## src/rtl/rv_decode_stage_if.sv

```systemverilog
// Fetch-side and execute-side signals of the RV32I decode stage, bundled as one port.
interface rv_decode_stage_if #(parameter int XLEN = 32);
  logic            flush;
  logic            in_valid;
  logic            in_ready;
  logic [31:0]     instr;
  logic [XLEN-1:0] pc;
  logic [4:0]      rs1_addr;
  logic [4:0]      rs2_addr;
  logic [XLEN-1:0] rs1_data;
  logic [XLEN-1:0] rs2_data;
  logic            out_valid;
  logic            out_ready;
  logic [6:0]      opcode;
  logic [2:0]      func3;
  logic [6:0]      func7;
  logic [4:0]      shamt;
  logic [XLEN-1:0] alu_a;
  logic [XLEN-1:0] alu_b;
  logic [XLEN-1:0] imm;
  logic [XLEN-1:0] out_pc;
  logic [4:0]      rd;
  logic            reg_write;
  logic            mem_read;
  logic            mem_write;
  logic            branch;
  logic            jump;
  logic            illegal;

  modport slave (
    input  flush, in_valid, instr, pc, rs1_data, rs2_data, out_ready,
    output in_ready, rs1_addr, rs2_addr, out_valid, opcode, func3, func7, shamt,
           alu_a, alu_b, imm, out_pc, rd, reg_write, mem_read, mem_write,
           branch, jump, illegal
  );

  modport master (
    output flush, in_valid, instr, pc, rs1_data, rs2_data, out_ready,
    input  in_ready, rs1_addr, rs2_addr, out_valid, opcode, func3, func7, shamt,
           alu_a, alu_b, imm, out_pc, rd, reg_write, mem_read, mem_write,
           branch, jump, illegal
  );
endinterface

```

## src/rtl/rv_decode_stage.sv

```systemverilog
// Registered RV32I decode stage: field split, immediate build, ALU operand select
// and control flags, behind a single-entry valid/ready output register.
module rv_decode_stage #(
  parameter int              XLEN     = 32,
  parameter logic [XLEN-1:0] RESET_PC = '0
) (
  input  logic             clk,
  input  logic             reset,
  rv_decode_stage_if.slave bus
);

  localparam logic [6:0] OP_LUI    = 7'b0110111;
  localparam logic [6:0] OP_AUIPC  = 7'b0010111;
  localparam logic [6:0] OP_JAL    = 7'b1101111;
  localparam logic [6:0] OP_JALR   = 7'b1100111;
  localparam logic [6:0] OP_BRANCH = 7'b1100011;
  localparam logic [6:0] OP_LOAD   = 7'b0000011;
  localparam logic [6:0] OP_STORE  = 7'b0100011;
  localparam logic [6:0] OP_IMM    = 7'b0010011;
  localparam logic [6:0] OP_REG    = 7'b0110011;

  typedef enum logic {EMPTY = 1'b0, FULL = 1'b1} state_t;

  typedef struct packed {
    logic [6:0]      opcode;
    logic [2:0]      func3;
    logic [6:0]      func7;
    logic [4:0]      shamt;
    logic [XLEN-1:0] alu_a;
    logic [XLEN-1:0] alu_b;
    logic [XLEN-1:0] imm;
    logic [XLEN-1:0] pc;
    logic [4:0]      rd;
    logic            reg_write;
    logic            mem_read;
    logic            mem_write;
    logic            branch;
    logic            jump;
    logic            illegal;
  } bundle_t;

  state_t          state_r;
  state_t          state_nx;
  bundle_t         dec_s;
  bundle_t         bundle_r;
  logic            accept_s;
  logic            in_ready_s;
  logic            is_shift_s;
  logic            rw_s;
  logic [6:0]      op_s;
  logic [XLEN-1:0] imm_i_s;
  logic [XLEN-1:0] imm_s_s;
  logic [XLEN-1:0] imm_b_s;
  logic [XLEN-1:0] imm_u_s;
  logic [XLEN-1:0] imm_j_s;

  assign op_s       = bus.instr[6:0];
  assign is_shift_s = (bus.instr[13:12] == 2'b01);
  assign imm_i_s    = {{20{bus.instr[31]}}, bus.instr[31:20]};
  assign imm_s_s    = {{20{bus.instr[31]}}, bus.instr[31:25], bus.instr[11:7]};
  assign imm_b_s    = {{19{bus.instr[31]}}, bus.instr[31], bus.instr[7],
                       bus.instr[30:25], bus.instr[11:8], 1'b0};
  assign imm_u_s    = {bus.instr[31:12], 12'h000};
  assign imm_j_s    = {{11{bus.instr[31]}}, bus.instr[31], bus.instr[19:12],
                       bus.instr[20], bus.instr[30:21], 1'b0};

  // Flush wins over everything, so a flushed cycle never accepts.
  assign in_ready_s   = ~bus.flush & ((state_r == EMPTY) | bus.out_ready);
  assign accept_s     = bus.in_valid & in_ready_s;
  assign bus.in_ready = in_ready_s;
  assign bus.rs1_addr = bus.instr[19:15];
  assign bus.rs2_addr = bus.instr[24:20];

  // Combinational decode of the incoming word into a candidate bundle.
  always_comb begin
    dec_s       = '0;
    rw_s        = 1'b0;
    dec_s.func3 = bus.instr[14:12];
    dec_s.rd    = bus.instr[11:7];
    dec_s.pc    = bus.pc;
    dec_s.opcode = op_s;
    case (op_s)
      OP_LUI: begin
        dec_s.alu_b = imm_u_s;
        dec_s.imm   = imm_u_s;
        rw_s        = 1'b1;
      end
      OP_AUIPC: begin
        dec_s.alu_a = bus.pc;
        dec_s.alu_b = imm_u_s;
        dec_s.imm   = imm_u_s;
        rw_s        = 1'b1;
      end
      OP_JAL: begin
        dec_s.alu_a = bus.pc;
        dec_s.alu_b = imm_j_s;
        dec_s.imm   = imm_j_s;
        dec_s.jump  = 1'b1;
        rw_s        = 1'b1;
      end
      OP_JALR: begin
        dec_s.alu_a = bus.rs1_data;
        dec_s.alu_b = imm_i_s;
        dec_s.imm   = imm_i_s;
        dec_s.jump  = 1'b1;
        rw_s        = 1'b1;
      end
      OP_BRANCH: begin
        dec_s.alu_a  = bus.rs1_data;
        dec_s.alu_b  = bus.rs2_data;
        dec_s.imm    = imm_b_s;
        dec_s.branch = 1'b1;
      end
      OP_LOAD: begin
        dec_s.alu_a    = bus.rs1_data;
        dec_s.alu_b    = imm_i_s;
        dec_s.imm      = imm_i_s;
        dec_s.mem_read = 1'b1;
        rw_s           = 1'b1;
      end
      OP_STORE: begin
        dec_s.alu_a     = bus.rs1_data;
        dec_s.alu_b     = imm_s_s;
        dec_s.imm       = imm_s_s;
        dec_s.mem_write = 1'b1;
      end
      OP_IMM: begin
        dec_s.alu_a = bus.rs1_data;
        dec_s.alu_b = imm_i_s;
        dec_s.imm   = imm_i_s;
        rw_s        = 1'b1;
        if (is_shift_s) begin
          dec_s.func7 = bus.instr[31:25];
          dec_s.shamt = bus.instr[24:20];
        end else begin
          dec_s.func7 = 7'd0;
          dec_s.shamt = 5'd0;
        end
      end
      OP_REG: begin
        dec_s.alu_a = bus.rs1_data;
        dec_s.alu_b = bus.rs2_data;
        dec_s.func7 = bus.instr[31:25];
        rw_s        = 1'b1;
        // Register shifts take their amount from the rs2 value, not the encoding.
        if (is_shift_s) begin
          dec_s.shamt = bus.rs2_data[4:0];
        end else begin
          dec_s.shamt = 5'd0;
        end
      end
      default: begin
        dec_s.opcode  = 7'd0;
        dec_s.illegal = 1'b1;
      end
    endcase
    dec_s.reg_write = rw_s & (bus.instr[11:7] != 5'd0);
  end

  // Occupancy state register.
  always_ff @(posedge clk or posedge reset) begin
    if (reset) begin
      state_r <= EMPTY;
    end else begin
      state_r <= state_nx;
    end
  end

  // Next occupancy from accept, handoff and flush.
  always_comb begin
    state_nx = state_r;
    case (state_r)
      EMPTY: begin
        if (accept_s) begin
          state_nx = FULL;
        end else begin
          state_nx = EMPTY;
        end
      end
      FULL: begin
        if (bus.flush) begin
          state_nx = EMPTY;
        end else if (accept_s) begin
          state_nx = FULL;
        end else if (bus.out_ready) begin
          state_nx = EMPTY;
        end else begin
          state_nx = FULL;
        end
      end
      default: state_nx = EMPTY;
    endcase
  end

  // Output bundle register; only an accept may change it, keeping stalls bit-stable.
  always_ff @(posedge clk or posedge reset) begin
    if (reset) begin
      bundle_r    <= '0;
      bundle_r.pc <= RESET_PC;
    end else if (accept_s) begin
      bundle_r <= dec_s;
    end
  end

  assign bus.out_valid = (state_r == FULL);
  assign bus.opcode    = bundle_r.opcode;
  assign bus.func3     = bundle_r.func3;
  assign bus.func7     = bundle_r.func7;
  assign bus.shamt     = bundle_r.shamt;
  assign bus.alu_a     = bundle_r.alu_a;
  assign bus.alu_b     = bundle_r.alu_b;
  assign bus.imm       = bundle_r.imm;
  assign bus.out_pc    = bundle_r.pc;
  assign bus.rd        = bundle_r.rd;
  assign bus.reg_write = bundle_r.reg_write;
  assign bus.mem_read  = bundle_r.mem_read;
  assign bus.mem_write = bundle_r.mem_write;
  assign bus.branch    = bundle_r.branch;
  assign bus.jump      = bundle_r.jump;
  assign bus.illegal   = bundle_r.illegal;

endmodule

```

## src/flat_wrapper.sv

```systemverilog
// flat-port wrapper written by rule: the top's interface ports become plain ports
module rv_decode_stage_flat 
#(
  parameter int              XLEN     = 32,
  parameter logic [XLEN-1:0] RESET_PC = '0
)
  (clk, reset, bus_flush, bus_in_valid, bus_instr, bus_pc, bus_rs1_data, bus_rs2_data, bus_out_ready, bus_in_ready, bus_rs1_addr, bus_rs2_addr, bus_out_valid, bus_opcode, bus_func3, bus_func7, bus_shamt, bus_alu_a, bus_alu_b, bus_imm, bus_out_pc, bus_rd, bus_reg_write, bus_mem_read, bus_mem_write, bus_branch, bus_jump, bus_illegal);
  rv_decode_stage_if #(.XLEN(XLEN)) bus_i ();
  input  logic clk;
  input  logic reset;
  input wire logic [$bits(bus_i.flush)-1:0] bus_flush;
  input wire logic [$bits(bus_i.in_valid)-1:0] bus_in_valid;
  input wire logic [$bits(bus_i.instr)-1:0] bus_instr;
  input wire logic [$bits(bus_i.pc)-1:0] bus_pc;
  input wire logic [$bits(bus_i.rs1_data)-1:0] bus_rs1_data;
  input wire logic [$bits(bus_i.rs2_data)-1:0] bus_rs2_data;
  input wire logic [$bits(bus_i.out_ready)-1:0] bus_out_ready;
  output wire logic [$bits(bus_i.in_ready)-1:0] bus_in_ready;
  output wire logic [$bits(bus_i.rs1_addr)-1:0] bus_rs1_addr;
  output wire logic [$bits(bus_i.rs2_addr)-1:0] bus_rs2_addr;
  output wire logic [$bits(bus_i.out_valid)-1:0] bus_out_valid;
  output wire logic [$bits(bus_i.opcode)-1:0] bus_opcode;
  output wire logic [$bits(bus_i.func3)-1:0] bus_func3;
  output wire logic [$bits(bus_i.func7)-1:0] bus_func7;
  output wire logic [$bits(bus_i.shamt)-1:0] bus_shamt;
  output wire logic [$bits(bus_i.alu_a)-1:0] bus_alu_a;
  output wire logic [$bits(bus_i.alu_b)-1:0] bus_alu_b;
  output wire logic [$bits(bus_i.imm)-1:0] bus_imm;
  output wire logic [$bits(bus_i.out_pc)-1:0] bus_out_pc;
  output wire logic [$bits(bus_i.rd)-1:0] bus_rd;
  output wire logic [$bits(bus_i.reg_write)-1:0] bus_reg_write;
  output wire logic [$bits(bus_i.mem_read)-1:0] bus_mem_read;
  output wire logic [$bits(bus_i.mem_write)-1:0] bus_mem_write;
  output wire logic [$bits(bus_i.branch)-1:0] bus_branch;
  output wire logic [$bits(bus_i.jump)-1:0] bus_jump;
  output wire logic [$bits(bus_i.illegal)-1:0] bus_illegal;
  assign bus_i.flush = bus_flush;
  assign bus_i.in_valid = bus_in_valid;
  assign bus_i.instr = bus_instr;
  assign bus_i.pc = bus_pc;
  assign bus_i.rs1_data = bus_rs1_data;
  assign bus_i.rs2_data = bus_rs2_data;
  assign bus_i.out_ready = bus_out_ready;
  assign bus_in_ready = bus_i.in_ready;
  assign bus_rs1_addr = bus_i.rs1_addr;
  assign bus_rs2_addr = bus_i.rs2_addr;
  assign bus_out_valid = bus_i.out_valid;
  assign bus_opcode = bus_i.opcode;
  assign bus_func3 = bus_i.func3;
  assign bus_func7 = bus_i.func7;
  assign bus_shamt = bus_i.shamt;
  assign bus_alu_a = bus_i.alu_a;
  assign bus_alu_b = bus_i.alu_b;
  assign bus_imm = bus_i.imm;
  assign bus_out_pc = bus_i.out_pc;
  assign bus_rd = bus_i.rd;
  assign bus_reg_write = bus_i.reg_write;
  assign bus_mem_read = bus_i.mem_read;
  assign bus_mem_write = bus_i.mem_write;
  assign bus_branch = bus_i.branch;
  assign bus_jump = bus_i.jump;
  assign bus_illegal = bus_i.illegal;
  rv_decode_stage #(.XLEN(XLEN), .RESET_PC(RESET_PC)) u_core (.clk(clk), .reset(reset), .bus(bus_i));
endmodule
```

## config.mk

```make
export PLATFORM = sky130hd
export DESIGN_NAME = rv_decode_stage_flat
export DESIGN_NICKNAME = d
export VERILOG_FILES = /design/src/rtl/rv_decode_stage_if.sv /design/src/rtl/rv_decode_stage.sv /design/src/flat_wrapper.sv
export SDC_FILE = /design/constraint.sdc
export NUM_CORES = 1
export LEC_CHECK = 0
export CORE_ASPECT_RATIO = 1.25
export CORE_MARGIN = 5
export CORE_UTILIZATION = 43
export DETAILED_ROUTE_END_ITERATION = 10
export HOLD_SLACK_MARGIN = 0.15
export PLACE_DENSITY = 0.81
export SETUP_SLACK_MARGIN = 0.1
export SLEW_MARGIN = 20
export SYNTH_ARGS = -nofsm -noshare
export SYNTH_HDL_FRONTEND = slang
export SYNTH_SLANG_ARGS = --single-unit
```

## constraint.sdc

```tcl
create_clock -name clk -period 7.6 [get_ports clk]
set_input_delay 1.9 -clock clk [delete_from_list [all_inputs] [get_ports clk]]
set_output_delay 1.9 -clock clk [all_outputs]
set_load 0.01 [all_outputs]
```

==> run metrics, run 1 <==
sum of negative setup slack 0 ns; clk_skew a little under 0.008 ns; area grow syn2layout 50.3%; CP top delay family buffers and inverters; number of failing hold endpoints at the final stage 0; count of non-filler cells in the finished layout ~1200; unrepaired setup endpoints after global routing false; residual antenna-violating net count after detailed routing 0; CP Launch Point bus_instr[20]; Compound-Gate Fraction of Synth Area a little over a fifth; Stages on worst setup path 2; number of hold-repair buffers added at the cts stage 0; cell-by-cell trace of the critical path clkdlybuf4s50_1, clkdlybuf4s50_1; minimum setup slack among reg-to-reg paths about 4.7 ns; Post-DP Area around 10000 sq um; number of antenna diodes 0; H-tree lvl count 4; overall global routing resource usage roughly 25%; library cell contributing the largest single delay on the critical path sky130_fd_sc_hd__clkdlybuf4s50_1; data arrival time of the critical path roughly 3.3 ns; number of gates resized after cts 0; fin area between 10000 and 15000 sq um; fraction of the core area covered by cells at the end of the flow ~66%; area enclosed by the die boundary about 20000 sq um; post-synthesis adder-cell area fraction 0%; result of the run complete, no violations; post-synthesis net count around 850; antenna violations before repair 0; post-synthesis share of cell area spent on xor and xnor gates less than 1%; TritonCTS clock tree built; leakage power figure 5.07 nW; Post-CTS Repair Setup Buffers 0; fraction of final layout cells sized beyond drive strength 1 under 10%; endpoint required time on the critical path between 5 and 6 ns; area of combinational cells with multiple inputs 2890 sq um; number of iterations in the first detailed-routing pass 5; CTS clock-pin slew for the worst setup and hold paths 0.07 ns; cell types with the largest area share after synthesis sky130_fd_sc_hd__dfrtp_1 (55%), sky130_fd_sc_hd__nand2_1 (11%), sky130_fd_sc_hd__a22o_1 (5.0%), sky130_fd_sc_hd__a32oi_1 (4.5%), sky130_fd_sc_hd__a221o_1 (2.9%); vias in the first global route about 6700; number of enable-type register cells in the synthesized netlist 0; flip-flop and latch count after synthesis 162; crit path capture bus_rs2_addr[0]; number of port buffers ~310; leftover overflow at the end of global routing 0; worst voltage drop across the vdd grid 0.134 mV; number of pins exceeding their max-slew limit in the final report 0; number of filler instances in the final layout ~1300; initial cell density of the core 43.7%; dominant cell type by area after synthesis sky130_fd_sc_hd__dfrtp_1; end of the worst register-to-register path u_core.bus.imm[12]; worst slew margin relative to its limit ~34%; number of instances in the placed design 1177; Die Width 127 um; clk buf depth 2; Num CTS Buffers 17; buffer type at the clock tree root sky130_fd_sc_hd__clkbuf_16; largest family of logic cells by synthesized area compound AO/OA/AOI/OAI gates; vias per cell roughly 5.7; detailed-route wire length per cell around 21 um; logic depth of the worst register-to-register path 5; clock insertion delay at the later pin of the skew report 0.43 ns; maximum number of pins on one net before global-route repair 103; drt initial violations slightly below 700; maximum fanout encountered on the critical timing path 7; most used cell, CP sky130_fd_sc_hd__clkdlybuf4s50_1; min Tclk post-route 5.20 ns; placed wire-length estimate after detailed placement approximately 18000 um; detailed-route wire length approximately 25000 um; global-route wire length before repair a little under 40000 um; Final Cycle Share between 60% and 70%; endpoint kind of the worst setup timing path output port; Die Span Y ~160 um; Post-Route Hold Slack 0.465 ns; CP bufs+invs 2; maxcap violations 0; CP Class in2out; Crit Reg-Reg Startpoint u_core.bus.out_valid; total I/O pin count around 300; setup slack after placement ~2.2 ns; Cells after Synth roughly 710; most common cell in the netlist sky130_fd_sc_hd__nand2_1; total vias in the final route between 6000 and 7000; nature of the critical path startpoint input pin; prevailing post-synth register cell sky130_fd_sc_hd__dfrtp_1; RD Place Congestion 0.883; mux share of post-synthesis cell area 0.957%; top post-synthesis cells by count sky130_fd_sc_hd__nand2_1 (215), sky130_fd_sc_hd__dfrtp_1 (162), sky130_fd_sc_hd__a22o_1 (42), sky130_fd_sc_hd__a32oi_1 (38), sky130_fd_sc_hd__a21oi_1 (24); total clock sinks approximately 160; number of DRC violations after detailed routing 0; sequential fraction of the synthesis area between 50% and 60%; Pwr per Cell Area 203 nW/um^2; net count of the finished layout 1110; ys async rst share 100%; summed instance area of the synthesized netlist 7320 sq um; actual slew at the worst max-slew pin around 0.99 ns; post-layout total power ~2.2 mW; FF/Latch Area slightly above 4000 sq um; area of the core approximately 17000 sq um; fraction of synthesized cell area taken by the top area cell type a little under three fifths; delay of the slowest critical-path stage about 0.77 ns; endpoints failing setup 0; Unique masters post-synth 54; Synthesis Warnings 0; classification of the worst-slack hold path reg2reg; Fmax achieved just under 200 MHz; standard-cell row count 53; Syn Area/Cell 10.3 sq um; startpoint of the tightest hold check path u_core.bus.alu_a[28]; basic-gate share of the synthesized area counting and, or, nand and nor cells 16.6%; smallest setup slack after layout between 2 and 2.5 ns
-- logic make-up (layout without fill, tap and decap cells) --
family | after synthesis | after routing
mux | 7 | 7
compound gates | 195 | 195
flops | 162 | 162
xor+xnor | 1 | 1
buf+inv | 72 | 348
simple gates | 277 | 277
-- sequential cells by signal (all words and copies together), names as in the netlist, 3 cells and up --
signal,cells
u_core.bus.alu_a,32
u_core.bus.alu_b,32
u_core.bus.func3,3
u_core.bus.func7,7
u_core.bus.imm,32
u_core.bus.opcode,7
u_core.bus.out_pc,32
u_core.bus.rd,5
u_core.bus.shamt,5
-- area by class of cell --
| type | instances | share of cell area [%] |
|---|---|---|
| Timing Repair Buffer | 312 | 28.2 |
| Clock inverter | 10 | 1.56 |
| Clock buffer | 22 | 4.40 |
| Inverter | 4 | 0.182 |
| Sequential cell | 162 | 36.8 |
| Tap cell | 220 | 2.50 |
| Multi-Input combinational cell | 480 | 26.3 |
-- routing by layer --
| metal | share of wire [%] | up-vias | track usage [%] | routed length (um) |
|---|---|---|---|---|
| met5 | 0 | - | 0 | 0 |
| met4 | 4.4 | 0 | 12.1 | 1120 |
| met3 | 7.7 | 59 | 6.34 | 1970 |
| met2 | 50 | 383 | 41.2 | 12600 |
| met1 | 38 | 3364 | 31.3 | 9770 |
| li1 | - | 3080 | - | - |
-- power breakdown --
| group | switching [mW] | internal (mW) | leakage [nW] | total, mW |
|---|---|---|---|---|
| clock network | 0.354 | 0.590 | 0.318 | 0.944 |
| logic | 0.170 | 0.180 | 2.58 | 0.350 |
| registers | 0.0266 | 0.912 | 2.17 | 0.938 |
-- placed cells by master (no fill, tap or decap), types with 3 or more instances in the layout --
cell | netlist | routed
sky130_fd_sc_hd__buf_4 | 17 | 6
sky130_fd_sc_hd__mux2i_1 | 7 | 7
sky130_fd_sc_hd__nand3_1 | 4 | 3
sky130_fd_sc_hd__a32oi_1 | 38 | 38
sky130_fd_sc_hd__a21oi_1 | 24 | 24
sky130_fd_sc_hd__and3_1 | 12 | 11
sky130_fd_sc_hd__clkbuf_16 | 0 | 17
sky130_fd_sc_hd__nor2_1 | 19 | 19
sky130_fd_sc_hd__clkbuf_8 | 0 | 4
sky130_fd_sc_hd__a21o_1 | 21 | 20
sky130_fd_sc_hd__dfrtp_1 | 162 | 162
sky130_fd_sc_hd__a211oi_1 | 3 | 3
sky130_fd_sc_hd__inv_1 | 4 | 3
sky130_fd_sc_hd__a22o_1 | 42 | 42
sky130_fd_sc_hd__nand2b_1 | 4 | 4
sky130_fd_sc_hd__inv_6 | 0 | 3
sky130_fd_sc_hd__o21ai_1 | 8 | 8
sky130_fd_sc_hd__nor4_4 | 2 | 3
sky130_fd_sc_hd__bufinv_16 | 0 | 4
sky130_fd_sc_hd__o21ai_0 | 18 | 18
sky130_fd_sc_hd__nor2b_1 | 3 | 3
sky130_fd_sc_hd__nand2_1 | 215 | 215
sky130_fd_sc_hd__clkinv_4 | 0 | 3
sky130_fd_sc_hd__a32o_1 | 3 | 3
sky130_fd_sc_hd__clkdlybuf4s50_1 | 0 | 305
sky130_fd_sc_hd__a221o_1 | 21 | 21
-- worst min-delay path by stage --
| stage | cells past startpoint | slack (ns) | end |
|---|---|---|---|
| 3_3_place_gp | 2 | 0.45 | u_core.bus.alu_a[3] |
| 4_1_cts | 2 | 0.47 | u_core.bus.alu_a[12] |
| 6_report | 2 | 0.47 | u_core.bus.alu_a[28] |
| 3_5_place_dp | 2 | 0.45 | u_core.bus.alu_a[12] |
| 5_1_grt | 2 | 0.49 | u_core.bus.alu_a[29] |
| 2_1_floorplan | 2 | 0.50 | u_core.bus.alu_a[8] |
Note: power is estimated with default switching activity, not from simulation.
==> run 2: changes to the inputs <==
- clock period: 7.6 -> 5.3 ns (I/O delays scaled with it)
==> run metrics, run 2 (same netlist as run 1, synthesis figures left out) <==
Post-Route Hold Slack 0.464 ns (-0.00103 ns); cell-by-cell trace of the critical path clkdlybuf4s50_1, clkdlybuf4s50_1; detailed-route wire length 25600 um (+0.64%); Pwr per Cell Area 292 nW/um^2 (+44%); total I/O pin count 306 (unchanged); Fmax achieved around 250 MHz; leading cell types in the layout, fill and taps excluded sky130_fd_sc_hd__clkdlybuf4s50_1 (305), sky130_fd_sc_hd__nand2_1 (215), sky130_fd_sc_hd__dfrtp_1 (162), sky130_fd_sc_hd__a22o_1 (42), sky130_fd_sc_hd__a32oi_1 (38); RD Place Congestion 0.895 (+1.4%); Stages on worst setup path 2 (unchanged); maximum fanout encountered on the critical timing path 6 (-1); total vias in the final route 6837 (-0.71%); clock insertion delay at the later pin of the skew report 0.42 ns (about the same); H-tree lvl count 4 (unchanged); smallest setup slack after layout 1.34 ns (-1.06 ns); result of the run complete, no violations; min Tclk post-route between 3 and 4 ns; data arrival time of the critical path 2.64 ns (-0.66 ns); classification of the worst-slack hold path reg2reg; residual antenna-violating net count after detailed routing 0 (unchanged); total clock sinks 162 (unchanged); endpoint required time on the critical path 3.97 ns (-1.73 ns); number of antenna diodes 0 (unchanged); post-layout total power 3.23 mW (+45%); number of hold-repair buffers added at the cts stage 0 (unchanged); initial cell density of the core 43.7% (unchanged); antenna violations before repair 0 (unchanged); maxcap violations 0 (unchanged); global-route wire length before repair 39100 um (+0.55%); WHS Path Cells 2 (unchanged); CP bufs+invs 2 (unchanged); library cell contributing the largest single delay on the critical path sky130_fd_sc_hd__clkdlybuf4s50_1; fraction of the core area covered by cells at the end of the flow 66.0% (+0.43 points); area of the core 16800 sq um (unchanged); buffer type at the clock tree root sky130_fd_sc_hd__clkbuf_16; number of gates resized after cts 0 (unchanged); vias per cell 5.61 (-1.4%); standard-cell row count 53 (unchanged); number of iterations in the first detailed-routing pass 5 (unchanged); maximum number of pins on one net before global-route repair 163 (+58%); Final Cycle Share roughly 75%; CP top delay family buffers and inverters; net count of the finished layout 1119 (+0.81%); actual slew at the worst max-slew pin 1.01 ns (+0.0203 ns); Die Width 127 um (unchanged); leftover overflow at the end of global routing 0 (unchanged); Post-CTS Repair Setup Buffers 0 (unchanged); setup slack after placement 1.30 ns (-0.936 ns); drt initial violations 718 (+4.1%); unrepaired setup endpoints after global routing false; clk buf depth 2 (unchanged); endpoint kind of the worst setup timing path output port; detailed-route wire length per cell 21.0 um (-0.11%); vias in the first global route 6800 (+1.1%); overall global routing resource usage 25.3% (+0.091 points); TritonCTS clock tree built; number of DRC violations after detailed routing 0 (unchanged); fraction of final layout cells sized beyond drive strength 1 6.61% (+0.65 points); leading cell type in the layout, fill and taps excluded sky130_fd_sc_hd__clkdlybuf4s50_1; CTS clock-pin slew for the worst setup and hold paths 0.07 ns (about the same); most used cell, CP sky130_fd_sc_hd__clkdlybuf4s50_1; Num CTS Buffers 17 (unchanged); worst voltage drop across the vdd grid 0.185 mV (+38%); delay of the slowest critical-path stage 0.69 ns (-0.08 ns); area grow syn2layout 51.3%; logic depth of the worst register-to-register path 5 (unchanged); CP Class in2out; leakage power figure 5.12 nW (+0.93%); endpoints failing setup 0 (unchanged); worst slew margin relative to its limit 32.5% (-1.6 points); Die Span Y 156 um (unchanged); number of port buffers 305 (unchanged); nature of the critical path startpoint input pin; clk_skew 0.00686 ns (-0.000928 ns); area enclosed by the die boundary 19800 sq um (unchanged); placed wire-length estimate after detailed placement 18300 um (+2.4%); number of failing hold endpoints at the final stage 0 (unchanged); sum of negative setup slack 0 ns (unchanged); number of pins exceeding their max-slew limit in the final report 0 (unchanged)
run 2: cell types whose count changed in the layout (fill, tap and decap cells not counted):
cell                         previous run  this run
sky130_fd_sc_hd__clkinv_4               3         4
sky130_fd_sc_hd__clkbuf_8               4         2
sky130_fd_sc_hd__clkbuf_1               1         2
sky130_fd_sc_hd__a21o_2                 1         0
sky130_fd_sc_hd__buf_12                 0         1
sky130_fd_sc_hd__buf_4                  6        15
sky130_fd_sc_hd__bufinv_16              4         5
sky130_fd_sc_hd__a21o_1                20        21
sky130_fd_sc_hd__clkinvlp_4             1         2
sky130_fd_sc_hd__inv_6                  3         1
sky130_fd_sc_hd__a211oi_4               2         1
sky130_fd_sc_hd__a211oi_2               0         1
sky130_fd_sc_hd__buf_6                  1         0
run 2: final cells by class:
cell class,instances,area [sq um]
Tap cell,220,275
Timing Repair Buffer,321,3190
Sequential cell,162,4050
Fill cell,1334,5700
Multi-Input combinational cell,480,2880
Clock inverter,11,201
Inverter,4,18.8
Clock buffer,21,460
run 2: report_power, final:
group | switching [mW] | leakage (nW) | internal (mW)
registers | 0.0400 | 2.17 | 1.31
logic | 0.245 | 2.63 | 0.263
clock network | 0.511 | 0.318 | 0.867
run 2: metal layers:
metal	global-route usage, %	share of wire (%)	up-vias
li1	-	-	3088
met1	31.0	39	3392
met2	43.9	52	310
met3	5.45	6.5	47
met4	9.30	2.9	0
met5	0	0	-
run 2: worst register-to-register path: stages, from the launching register on:
cell and delay, ns:
sky130_fd_sc_hd__dfrtp_1 0.40, sky130_fd_sc_hd__nand2b_1 0.14, sky130_fd_sc_hd__nand3_4 0.27, sky130_fd_sc_hd__a211oi_4 0.88, sky130_fd_sc_hd__buf_4 0.29, sky130_fd_sc_hd__a221o_1 0.15
run 2: path summary, 6_finish.rpt:
| check | from | to | slack (ns) |
|---|---|---|---|
| worst max-delay path | bus_instr[21] | bus_rs2_addr[1] | 1.34 |
| worst min-delay path | u_core.bus.alu_a[10] | u_core.bus.alu_a[10] | 0.46 |
| worst max register to register | u_core.bus.out_valid | u_core.bus.alu_b[22] | 3.11 |
| worst min register to register | u_core.bus.alu_a[10] | u_core.bus.alu_a[10] | 0.46 |
| max in group asynchronous | reset | u_core.bus.alu_a[29] | 3.16 |
| min in group asynchronous | reset | u_core.bus.alu_b[21] | 1.51 |
run 2: metrics by stage:
step,area [sq um],std cells
global placement,10400,1187
detailed placement,10400,1187
floorplan,7330,714
CTS,11100,1219
global route,11100,1219
finish,11100,1219
